==> src/rtl/cnn_sdiv_seq_22s_8u.sv <==
// Sequential signed/unsigned divider: 22-bit signed dividend by 8-bit unsigned divisor.
// Restoring shift-subtract, one quotient bit per cycle, with saturation/wrap and divide-by-zero flag.
module cnn_sdiv_seq_22s_8u #(
  parameter logic [31:0] ID     = 32'd1,
  parameter int          SAT_EN = 1
) (
  input  logic        ap_clk,
  input  logic        ap_rst_n,
  input  logic        in_valid,
  output logic        in_ready,
  input  logic [21:0] din0,
  input  logic [7:0]  din1,
  output logic        out_valid,
  input  logic        out_ready,
  output logic [13:0] quot,
  output logic [8:0]  rem,
  output logic        sat,
  output logic        dz
);

  typedef enum logic [1:0] {S_IDLE, S_CALC, S_DONE} state_t;

  localparam logic [13:0] LP_QMAX = 14'h1FFF;
  localparam logic [13:0] LP_QMIN = 14'h2000;

  state_t      r_state;
  logic [21:0] r_dvd;
  logic [21:0] r_quo;
  logic [7:0]  r_pr;
  logic [7:0]  r_div;
  logic        r_neg;
  logic [4:0]  r_cnt;
  logic [13:0] r_quot;
  logic [8:0]  r_rem;
  logic        r_sat;
  logic        r_dz;

  logic [21:0] w_din0_abs;
  logic [8:0]  w_shift;
  logic [9:0]  w_diff;
  logic        w_qbit;
  logic [7:0]  w_pr_next;
  logic [21:0] w_quo_next;
  logic [13:0] w_q_low;
  logic        w_q_ovf;
  logic [13:0] w_quot_fin;
  logic [8:0]  w_rem_fin;

  // Two's complement magnitude; -2^21 maps to 2^21, which still fits 22 unsigned bits.
  assign w_din0_abs = din0[21] ? (~din0 + 22'd1) : din0;

  assign w_shift    = {r_pr, r_dvd[21]};
  assign w_diff     = {1'b0, w_shift} - {2'b00, r_div};
  assign w_qbit     = ~w_diff[9];
  assign w_pr_next  = w_qbit ? w_diff[7:0] : w_shift[7:0];
  assign w_quo_next = {r_quo[20:0], w_qbit};

  // Low 14 bits of the signed quotient equal the negated low 14 bits of the magnitude.
  assign w_q_low    = r_neg ? (14'd0 - w_quo_next[13:0]) : w_quo_next[13:0];
  assign w_q_ovf    = r_neg ? (w_quo_next > 22'd8192) : (w_quo_next > 22'd8191);
  assign w_quot_fin = ((SAT_EN != 0) && w_q_ovf) ? (r_neg ? LP_QMIN : LP_QMAX) : w_q_low;
  assign w_rem_fin  = r_neg ? (9'd0 - {1'b0, w_pr_next}) : {1'b0, w_pr_next};

  always_ff @(posedge ap_clk or negedge ap_rst_n) begin
    if (!ap_rst_n) begin
      r_state <= S_IDLE;
      r_dvd   <= '0;
      r_quo   <= '0;
      r_pr    <= '0;
      r_div   <= '0;
      r_neg   <= 1'b0;
      r_cnt   <= '0;
      r_quot  <= '0;
      r_rem   <= '0;
      r_sat   <= 1'b0;
      r_dz    <= 1'b0;
    end else begin
      case (r_state)
        S_IDLE: begin
          if (in_valid) begin
            if (din1 == 8'd0) begin
              r_quot  <= din0[21] ? LP_QMIN : LP_QMAX;
              r_rem   <= '0;
              r_sat   <= 1'b0;
              r_dz    <= 1'b1;
              r_state <= S_DONE;
            end else begin
              r_dvd   <= w_din0_abs;
              r_div   <= din1;
              r_neg   <= din0[21];
              r_pr    <= '0;
              r_quo   <= '0;
              r_cnt   <= '0;
              r_state <= S_CALC;
            end
          end
        end
        S_CALC: begin
          r_pr  <= w_pr_next;
          r_quo <= w_quo_next;
          r_dvd <= {r_dvd[20:0], 1'b0};
          r_cnt <= r_cnt + 5'd1;
          // The last iteration's bit is folded straight into the final result.
          if (r_cnt == 5'd21) begin
            r_quot  <= w_quot_fin;
            r_rem   <= w_rem_fin;
            r_sat   <= w_q_ovf;
            r_dz    <= 1'b0;
            r_state <= S_DONE;
          end
        end
        S_DONE: begin
          if (out_ready) begin
            r_state <= S_IDLE;
          end
        end
        default: r_state <= S_IDLE;
      endcase
    end
  end

  assign in_ready  = (r_state == S_IDLE);
  assign out_valid = (r_state == S_DONE);
  assign quot      = r_quot;
  assign rem       = r_rem;
  assign sat       = r_sat;
  assign dz        = r_dz;

endmodule

==> config.mk <==
export PLATFORM = sky130hd
export DESIGN_NAME = cnn_sdiv_seq_22s_8u
export DESIGN_NICKNAME = d
export VERILOG_FILES = /design/src/rtl/cnn_sdiv_seq_22s_8u.sv
export SDC_FILE = /design/constraint.sdc
export NUM_CORES = 1
export LEC_CHECK = 0
export BUFFER_PORTS_ARGS = -buffer_cell sky130_fd_sc_hd__buf_2
export CAP_MARGIN = 20
export CORE_ASPECT_RATIO = 0.7
export CORE_UTILIZATION = 44
export DETAILED_ROUTE_END_ITERATION = 8
export PLACE_DENSITY_LB_ADDON = 0.2
export SLEW_MARGIN = 10
export SYNTH_ARGS = -nofsm -noshare
export SYNTH_HDL_FRONTEND = slang
export SYNTH_SLANG_ARGS = --single-unit
export TNS_END_PERCENT = 30
==> constraint.sdc <==
create_clock -name ap_clk -period 8.5 [get_ports ap_clk]
set_input_delay 2.125 -clock ap_clk [delete_from_list [all_inputs] [get_ports ap_clk]]
set_output_delay 2.125 -clock ap_clk [all_outputs]
set_load 0.005 [all_outputs]
# Word level (Yosys, flattened, before mapping)
# Cells that the tools add are included.
[word_totals]
input_bits = 34
register_bits = 92
[classes]
magnitude_cmp = 2
mux = 41
n_addsub = 5
reduce_logical = 7
bitwise_logic = 3
n_eq_ne = 8
[ops]
columns = ["op", "count"]
rows = [
  ["14-bit 2-to-1 mux", 7],
  ["22-bit 2-to-1 mux", 3],
  ["22-bit one-hot mux with 2 select lines", 1],
  ["21-bit 2-to-1 mux", 2],
  ["21-bit one-hot mux with 2 select lines", 1],
  ["9-bit 2-to-1 mux", 4],
  ["14-bit one-hot mux with 2 select lines", 1],
  ["8-bit 2-to-1 mux", 3],
  ["22-bit by 1-bit adder with 22-bit output (second input constant)", 1],
  ["22-bit by 13-bit > comparator with 1-bit output (second input constant)", 1],
  ["22-bit by 14-bit > comparator with 1-bit output (second input constant)", 1],
  ["22-bit inverter", 1],
  ["9-bit one-hot mux with 2 select lines", 1],
  ["8-bit one-hot mux with 2 select lines", 1],
  ["1-bit by 14-bit subtractor with 14-bit output (first input constant)", 1],
  ["5-bit 2-to-1 mux", 2],
  ["5-bit one-hot mux with 2 select lines", 1],
  ["9-bit by 8-bit subtractor with 10-bit output", 1],
  ["3-bit AND reduction", 3],
  ["1-bit by 8-bit subtractor with 9-bit output (first input constant)", 1],
  ["8-bit logical NOT", 1],
  ["2-bit 2-to-1 mux", 4],
  ["1-bit 2-to-1 mux", 7],
  ["2-bit inequality test (second input constant)", 3],
  ["11 further kinds", 14],
]

# Longest topological paths before layout
# Gate-level depths: netlist of run 1.
[logic_depth]
depth_word = 7
ltp_mapped = 16
ltp_nobuf = 13

# Worst setup path after synthesis of run 1
# OpenSTA, ideal clock, no wires.
[synth_path]
path_type = "input-to-reg"
start = "in din0[4]"
end = "reg r_dvd[19]"
setup_slack_ns = 4.197
setup_time_ns = 0.127
arrival_ns = 4.176
cell_stages = 7
required_ns = 8.373
path_buffers = 0
path_cell_list = "or3_4 > or4_4 > or3_4 > or4_4 > o31ai_4 > xor2_1 > o21ai_1"
[synth_via]
elab_chain_len = 6
[synth_lines]
columns = ["element", "line_no", "source"]
rows = [
  ["from (decl)", "11", "input logic [21:0] din0,"],
  ["22-bit inverter", "50", "assign w_din0_abs = din0[21] ? (~din0 + 22'd1) : din0;"],
  ["22-bit by 1-bit adder with 22-bit output", "50", ""],
  ["22-bit 2-to-1 mux", "50", ""],
  ["22-bit 2-to-1 mux", "81", "if (din1 == 8'd0) begin"],
  ["22-bit 2-to-1 mux", "80", "if (in_valid) begin"],
  ["22-bit one-hot mux with 2 select lines", "78", "case (r_state)"],
  ["to (signal assigned)", "88", "r_dvd <= w_din0_abs;"],
  ["to (signal assigned)", "101", "r_dvd <= {r_dvd[20:0], 1'b0};"],
  ["to (decl)", "27", "logic [21:0] r_dvd;"],
]
# Every way passes these cells. The select of a mux whose other input is x is not followed.
# A chain may end at the register's enable or synchronous reset.

# Worst setup path after layout of run 1
[layout_path]
start = "in din1[7]"
end = "reg r_div[7]"
[layout_via]
elab_chain_len = 3
[layout_lines]
columns = ["element", "line_no", "source"]
rows = [
  ["from (decl)", "12", "input logic [7:0] din1,"],
  ["8-bit logical NOT", "81", ""],
  ["1-bit inverter (no line)", "-", ""],
  ["3-bit AND reduction (no line)", "-", ""],
  ["to (signal assigned)", "89", "r_div <= din1;"],
  ["to (decl)", "30", "logic [7:0] r_div;"],
]
# Parallel ways exist; a longest one is shown, timed or not.

==> results.sh, run 1 <==
export IMPL_status="finished, final reports clean"
export IMPL_antenna_left=0
export IMPL_cp_arrival_ps=4540
export IMPL_antenna_found_initial=0
export IMPL_min_path_cells=2
export IMPL_met2WireLength_mm=5.02
export IMPL_r2r_slack_ps=4600
export IMPL_drc_errors=0
export IMPL_swShare=0.431
export IMPL_postCtsResizedCells=0
export IMPL_synth_edf_count=0
export IMPL_hold_viol_final=0
export IMPL_grt_pass1_wl_mm=19.6
export IMPL_placed_cells=721
export IMPL_syn_area_um2=5110
export IMPL_yosysWarnings=0
export IMPL_clk_pin_slew_ps=60
export IMPL_route_met3_wl_um=587
export IMPL_synthCells=533
export IMPL_setup_violations=0
export IMPL_p_switching_w=0.00110
export IMPL_numCtsBuffers=9
export IMPL_drt_iter0_drc=218
export IMPL_portBuffers=60
export IMPL_timing_rr_start="r_pr[4]"
export IMPL_ys_seq_elements=92
export IMPL_fmax_mhz=229
export IMPL_p_clk_frac=0.166
export IMPL_drive_above_1_share=0.159
export IMPL_async_reset_ff_frac=1.00
export IMPL_holdPathEnd="rem[2]"
export IMPL_drt_wirelength_per_cell_um=16.2
export IMPL_die_w_um=131
export IMPL_synth_most_common_cell="dfrtp_1"
export IMPL_critPathKind="in -> reg"
export IMPL_synth_nets=581
export IMPL_seqPwrFrac=0.324
export IMPL_die_h_um=92.2
export IMPL_max_slew_margin=0.325
export IMPL_worstHoldPathType="reg -> reg"
export IMPL_synth_cell_types=62
export IMPL_diodes=0
export IMPL_coreArea_um2=11200
export IMPL_skew_ps=9.06
export IMPL_drt_pass1_iterations=5
export IMPL_clk_latency_ps=340
export IMPL_overflow=0
export IMPL_clockBufferDepth=2
export IMPL_synth_common_cells="dfrtp_1, o21ai_0, nand2_1"
export IMPL_ys_seq_area_frac=0.450
export IMPL_grt_pass1_vias=3852
export IMPL_ctsRootBufferMaster="clkbuf_16"
export IMPL_finalMaxSlewViolations=0
export IMPL_row_count=32
export IMPL_worst_endpoint_required_ps=8670
export IMPL_tns_ps=0
export IMPL_ys_flop_type="dfrtp_1"
export IMPL_leakage_nw=2.55
export IMPL_syn_avg_cell_area_um2=9.59
export IMPL_grt_usage=0.212
export IMPL_end_kind="flop"
export IMPL_finalWeightedCongestion=0.846
export IMPL_post_cts_setup_buffers=0
export IMPL_htree_levels=3
export IMPL_cap_violations=0
export IMPL_grt_max_degree=63
export IMPL_layout_cells_non_filler=737
export IMPL_num_vias=4199
export IMPL_p_per_area_nw_per_um2=440
export IMPL_power_w=0.00255
export IMPL_p_int_w=0.00145
export IMPL_netlist_area_leader_share=0.450
export IMPL_synth_area_leader_cell="dfrtp_1"
export IMPL_min_delay_start="rem[2]"
export IMPL_top_layer="met4"
export IMPL_boundaryPins=61
export IMPL_worst_pin_slew_ps=1010
export IMPL_reg2regPathDepth=12
export IMPL_rsz0062_at_grt="no"
export IMPL_cts_tree="yes"
export IMPL_nets=627
export IMPL_min_period_over_period=0.514
export IMPL_start_util=0.458
export IMPL_cp_start_kind="input port"
export IMPL_met1_length_mm=6.26
export IMPL_hpwlAfterDp_mm=8.55
export IMPL_area_growth_pct=13.4
export IMPL_viasPerCell=5.70
export IMPL_fin_crit_ps=4370
export IMPL_drt_wl_total_mm=12.0
export IMPL_cts_sinks=92
export IMPL_die_area_um2=12100
export IMPL_peakVddDrop_v=0.000173
export IMPL_combPwrFrac=0.510
export IMPL_r2r_end="rem[8]"
export IMPL_netlist_top_cells_area="dfrtp_1, o21ai_0, nand2_1"
export IMPL_critPathMaxFanout=53
export IMPL_hold_buffers=0
-- sequential cells by signal, summed over array words and instances, names as in the netlist, 2 cells and up --
name and flops:
r_pr 8, quot 14, r_quo 21, rem 9, r_state 2, r_cnt 5
r_div 8, r_dvd 22
-- power groups by stage --
stage	Sequential (W)	Combinational (W)	Clock, W
global route	0.000856	0.00147	0.000451
floorplan	0.000768	0.00101	0
CTS	0.000826	0.00130	0.000436
global placement	0.000825	0.00126	0
detailed placement	0.000832	0.00130	0
finish	0.000827	0.00130	0.000424
-- cell type report --
type	count	area [um^2]
inverters	20	75.1
well taps	153	191
fillers	1037	5370
flip-flops and latches	92	2300
repair buffers	63	325
multi-input cells	393	2590
clock buffers	11	243
clock inverters	5	75.1
-- how the worst max path moves through the flow --
stage | startpoint | to | slack, ps | cells after the start
2_1_floorplan | din0[4] | r_dvd[19] | 4200 | 7
3_3_place_gp | din1[7] | r_div[7] | 3910 | 8
3_5_place_dp | din1[7] | r_div[7] | 3740 | 8
4_1_cts | din1[7] | r_div[7] | 4110 | 8
5_1_grt | din1[7] | r_div[1] | 3830 | 8
6_report | din1[7] | r_div[7] | 4130 | 8
-- worst max-delay path, cell delays in order --
cell and delay (ps):
buf_2 100, nor4_1 470, nand2_1 100, a21oi_1 190, or2_2 810, nor2_1 480
nand2_1 160, o21ai_0 100
-- logic make-up after synthesis --
group | share of synthesized area
AOI/OAI and AO/OA | 0.236
xor gates and xnor gates | 0.0719
adders and majority gates | 0.0357
buffers and inverters | 0.0440
DFF | 0.450
muxes | 0.0120
and+or+nand+nor | 0.150
-- layout by cell type (no fill, tap or decap), drive strengths merged, types with 4 or more instances in the layout --
cell type	instances
dfrtp	92
o21ai	74
nand2	64
buf	63
a22o	26
xor2	25
nor2	23
inv	19
a21oi	17
a22oi	17
xnor2	17
ha	13
o31ai	13
clkbuf	11
or3	10
nor4	9
nand2b	8
or4	8
nand3b	5
mux2i	5
nor3	5
nand4	4
o41ai	4
a221o	4
clkinv	4
-- routing by layer --
| layer | global-route usage | up-vias |
|---|---|---|
| met2 | 0.295 | 111 |
| met3 | 0.0461 | 9 |
| met5 | 0 | - |
| met1 | 0.327 | 2045 |
| met4 | 0.0565 | 0 |
| li1 | - | 2034 |
-- through the flow --
stage	hold slack, ps	utilization	cell area (um^2)	worst slack (ps)
4_1_cts	480	0.519	5800	4110
3_5_place_dp	466	0.491	5480	3740
3_3_place_gp	461	0.491	5480	3910
6_report	473	0.519	5800	4130
5_1_grt	499	0.519	5800	3830
2_1_floorplan	450	-	5110	4200
Power figures use the tool's default switching activity.
==> run 2, diff against run 1 <==
- clock period: 8.5 -> 3.8 ns (I/O delays scaled with it)
==> results.sh, run 2 (same netlist as run 1, synthesis figures left out) <==
export IMPL_fin_crit_ps=3450
export IMPL_area_growth_pct=14.9
export IMPL_viasPerCell=5.75
export IMPL_fmax_mhz=290
export IMPL_boundaryPins=61
export IMPL_htree_levels=3
export IMPL_hold_viol_final=0
export IMPL_grt_pass1_vias=3973
export IMPL_grt_max_degree=41
export IMPL_hpwlAfterDp_mm=9.01
export IMPL_die_area_um2=12100
export IMPL_worstPathBufferInverterCount=1
export IMPL_finalWeightedCongestion=0.928
export IMPL_critPathMaxFanout=10
export IMPL_clk_latency_ps=340
export IMPL_max_slew_margin=0.309
export IMPL_drt_pass1_iterations=5
export IMPL_antenna_found_initial=0
export IMPL_leakage_nw=2.59
export IMPL_rsz0062_at_grt="no"
export IMPL_cp_top_family="simple AND/OR/NAND/NOR gates"
export IMPL_setup_violations=0
export IMPL_clk_pin_slew_ps=60
export IMPL_grt_pass1_wl_mm=20.3
export IMPL_hold_slack_ps=473
export IMPL_drive_above_1_share=0.169
export IMPL_skew_ps=7.76
export IMPL_portBuffers=60
export IMPL_row_count=32
export IMPL_cp_arrival_ps=3670
export IMPL_cts_sinks=92
export IMPL_min_period_over_period=0.907
export IMPL_regArea_um2=2300
export IMPL_nets=635
export IMPL_peakVddDrop_v=0.000438
export IMPL_regMostFlops="r_dvd"
export IMPL_num_vias=4282
export IMPL_cp_start_kind="flop"
export IMPL_die_h_um=92.2
export IMPL_diodes=0
export IMPL_drt_wl_total_mm=12.2
export IMPL_drt_iter0_drc=218
export IMPL_drc_errors=0
export IMPL_multi_input_area_um2=2590
export IMPL_crit_chain="ha_1 -> nand4_1 -> a2111oi_1 -> or2_2 -> clkinv_1 -> mux2i_1 -> ha_1 -> nand2b_1 -> or3_1 -> o21ai_0 -> nand3_1 -> a32o_1"
export IMPL_slowest_stage="a2111oi_1"
export IMPL_status="finished, final reports clean"
export IMPL_cpPeakStageDelay_ps=480
export IMPL_post_cts_setup_buffers=0
export IMPL_p_per_area_nw_per_um2=997
export IMPL_overflow=0
export IMPL_largest_reg_flops=22
export IMPL_ctsRootBufferMaster="clkbuf_16"
export IMPL_grt_usage=0.218
export IMPL_drt_wirelength_per_cell_um=16.4
export IMPL_final_common_cell="dfrtp_1"
export IMPL_coreArea_um2=11200
export IMPL_start_util=0.458
export IMPL_fin_util=0.526
export IMPL_critPathKind="reg -> reg"
export IMPL_crit_top_cell="ha_1"
export IMPL_numCtsBuffers=9
export IMPL_tns_ps=0
export IMPL_cap_violations=0
export IMPL_die_w_um=131
export IMPL_worstHoldPathType="reg -> reg"
export IMPL_most_common_layout_cells="dfrtp_1, o21ai_0, nand2_1"
export IMPL_place_ws_ps=337
export IMPL_fillers=1085
export IMPL_end_kind="flop"
export IMPL_antenna_left=0
export IMPL_finalMaxSlewViolations=0
export IMPL_cts_tree="yes"
export IMPL_worst_pin_slew_ps=1030
export IMPL_clockBufferDepth=2
export IMPL_fin_ws_ps=353
export IMPL_worst_endpoint_required_ps=4030
==> run 2: cell count changes in the layout (fill, tap and decap cells not counted) <==
cell	delta
clkbuf_8	-1
bufinv_16	+1
a2111oi_1	+1
clkbuf_1	+1
clkinv_2	-1
a2111oi_0	-1
buf_4	+8
==> run 2: timing repair <==
action | in CTS | in global routing
endpoints found under the hold margin | 0 | 0
resized for setup | 0 | 1
hold buffers | 0 | 0
endpoints found under the setup margin | 0 | 1
==> run 2: path summary, 6_finish.rpt <==
check | startpoint | end | slack (ps) | cells past startpoint
setup / recovery | r_pr[4] | rem[8] | 350 | 12
hold / removal | quot[5] | quot[5] | 470 | 2
setup reg to reg | r_pr[4] | rem[8] | 350 | 12
hold reg to reg | quot[5] | quot[5] | 470 | 2
max in group asynchronous | ap_rst_n | r_quo[5] | 2430 | 2
min in group asynchronous | ap_rst_n | r_pr[2] | 570 | 1
==> run 2: where the power goes <==
group / internal, W / total, W / leakage, nW / switching [W]
registers: 0.00144 / 0.00185 / 1.12 / 0.000415
logic: 0.00127 / 0.00301 / 1.30 / 0.00174
clock network: 0.000641 / 0.000998 / 0.163 / 0.000357
==> run 2: area by class of cell <==
type | count | area share
clock inverter | 5 | 0.0170
inverter | 20 | 0.0128
sequential | 92 | 0.392
timing repair buffer | 71 | 0.0656
clock buffer | 11 | 0.0396
tap | 153 | 0.0326
multi-input combinational | 393 | 0.441
==> run 2: worst register-to-register path: cells and delay by family, from the launching register on <==
family | cells | cell delay [ps]
flops | 1 | 430
mux | 1 | 260
simple gates | 5 | 940
buf+inv | 1 | 120
fa+ha+maj | 2 | 690
compound gates | 3 | 890
==> run 2: per-stage QoR <==
step	total power, W	std cells	instance area [um^2]
after CTS	0.00586	745	5880
after global routing	0.00638	745	5880
after global placement	0.00476	729	5540
final	0.00586	745	5880
after detailed placement	0.00484	729	5540
after floorplan	0.00397	533	5110
==> run 2: routing by layer <==
metal	wire (um)	GRT usage	share of wire	vias to the layer above
met5	0	0	0	-
met1	6440	0.347	0.53	2087
met2	4970	0.295	0.41	123
met4	117	0.0469	0.0096	0
li1	-	-	-	2062
met3	705	0.0473	0.058	10
==> run 3, diff against run 2 <==
- REMOVE_ABC_BUFFERS: default -> 1
==> results.sh, run 3 (same netlist as run 1, synthesis figures left out) <==
export IMPL_status="finished, final reports clean"
export IMPL_critPathMaxFanout=10
export IMPL_end_kind="flop"
export IMPL_cp_top_family="simple AND/OR/NAND/NOR gates"
export IMPL_overflow=0
export IMPL_area_growth_pct=14.0
export IMPL_peakVddDrop_v=0.000370
export IMPL_antenna_left=0
export IMPL_rsz0062_at_grt="no"
export IMPL_cp_start_kind="flop"
export IMPL_start_util=0.458
export IMPL_most_common_layout_cells="dfrtp_1, o21ai_0, nand2_1"
export IMPL_power_w=0.00574
export IMPL_cp_arrival_ps=3700
export IMPL_row_count=32
export IMPL_leakage_nw=2.56
export IMPL_viasPerCell=5.68
export IMPL_skew_ps=4.85
export IMPL_finish_instance_area_um2=5830
export IMPL_cts_sinks=92
export IMPL_crit_top_cell="ha_1"
export IMPL_hold_viol_final=0
export IMPL_p_per_area_nw_per_um2=985
export IMPL_regMostFlops="r_dvd"
export IMPL_fillers=1056
export IMPL_drive_above_1_share=0.172
export IMPL_worstPathBufferInverterCount=1
export IMPL_portBuffers=60
export IMPL_min_period_over_period=0.912
export IMPL_post_cts_setup_buffers=0
export IMPL_fmax_mhz=288
export IMPL_clk_pin_slew_ps=70
export IMPL_slowest_stage="a2111oi_0"
export IMPL_die_h_um=92.2
export IMPL_grt_usage=0.224
export IMPL_worst_endpoint_required_ps=4030
export IMPL_finalMaxSlewViolations=0
export IMPL_boundaryPins=61
export IMPL_drt_pass1_iterations=6
export IMPL_die_w_um=131
export IMPL_finalWeightedCongestion=0.862
export IMPL_die_area_um2=12100
export IMPL_clk_latency_ps=350
export IMPL_drt_iter0_drc=368
export IMPL_setup_violations=0
export IMPL_nets=635
export IMPL_cts_tree="yes"
export IMPL_diodes=0
export IMPL_grt_pass1_vias=3867
export IMPL_drt_wl_total_mm=12.5
export IMPL_drc_errors=0
export IMPL_multi_input_area_um2=2590
export IMPL_postCtsResizedCells=0
export IMPL_fin_crit_ps=3470
export IMPL_fin_ws_ps=333
export IMPL_tns_ps=0
export IMPL_final_common_cell="dfrtp_1"
export IMPL_ctsRootBufferMaster="clkbuf_16"
export IMPL_coreArea_um2=11200
export IMPL_grt_max_degree=61
export IMPL_crit_chain="ha_1 -> nand4_1 -> a2111oi_0 -> or2_2 -> clkinv_1 -> mux2i_1 -> ha_1 -> nand2b_1 -> or3_1 -> o21ai_0 -> nand3_1 -> a32o_1"
export IMPL_grt_pass1_wl_mm=20.6
export IMPL_cpPeakStageDelay_ps=490
export IMPL_num_vias=4235
export IMPL_htree_levels=3
export IMPL_worstHoldPathType="reg -> reg"
export IMPL_regArea_um2=2300
export IMPL_hpwlAfterDp_mm=9.01
export IMPL_drt_wirelength_per_cell_um=16.7
export IMPL_max_slew_margin=0.387
export IMPL_postPlaceCellArea_um2=5540
export IMPL_place_ws_ps=448
export IMPL_clockBufferDepth=2
export IMPL_antenna_found_initial=0
export IMPL_numCtsBuffers=9
export IMPL_cap_violations=0
export IMPL_critPathKind="reg -> reg"
export IMPL_hold_buffers=0
export IMPL_worst_pin_slew_ps=919
export IMPL_largest_reg_flops=22
==> run 3: cell count changes in the layout (fill, tap and decap cells not counted), sizes merged <==
cell	change
bufinv	-3
clkbuf	-2
inv	+2
clkinvlp	+3
==> run 3: power breakdown <==
| part | total [W] | leakage, nW | internal [W] | switching (W) |
|---|---|---|---|---|
| sequential | 0.00184 | 1.12 | 0.00144 | 0.000406 |
| combinational | 0.00304 | 1.30 | 0.00128 | 0.00176 |
| clock | 0.000857 | 0.130 | 0.000452 | 0.000405 |
| total | 0.00574 | 2.56 | 0.00317 | 0.00257 |
==> run 3: path summary, 6_finish.rpt <==
path / start / endpoint / slack (ps) / cells past startpoint
max in group asynchronous: ap_rst_n / r_quo[2] / 2340 / 2
worst min register to register: quot[0] / quot[0] / 470 / 2
worst max-delay path: r_pr[4] / rem[8] / 330 / 12
worst max register to register: r_pr[4] / rem[8] / 330 / 12
worst min-delay path: quot[0] / quot[0] / 470 / 2
min in group asynchronous: ap_rst_n / rem[5] / 670 / 1
==> run 3: routing by layer <==
layer	share of wire	GRT usage
met1	0.54	0.366
met5	0	0
met4	0.010	0.0556
met2	0.39	0.284
met3	0.059	0.0543
==> run 3: worst register-to-register path, delay by kind of cell, from the launching register on <==
family	cells	cell delay [ps]
AO/OA/AOI/OAI	3	920
adder cells (fa/ha/maj)	2	700
buffers and inverters	1	100
flip-flops	1	420
multiplexers	1	280
AND/OR/NAND/NOR	5	930
==> run 3: area by class of cell <==
type	count	share of cell area
Inverter	20	0.0129
Clock buffer	9	0.0386
Tap cell	153	0.0328
Multi-Input combinational cell	393	0.444
Clock inverter	7	0.0103
Timing Repair Buffer	71	0.0661
Sequential cell	92	0.395
==> run 3: per-stage QoR <==
step | hold slack (ps) | util | std cells
2_1_floorplan | 450 | - | 505
3_3_place_gp | 460 | 0.496 | 729
3_5_place_dp | 466 | 0.496 | 729
4_1_cts | 482 | 0.522 | 745
5_1_grt | 502 | 0.522 | 745
6_report | 475 | 0.522 | 745
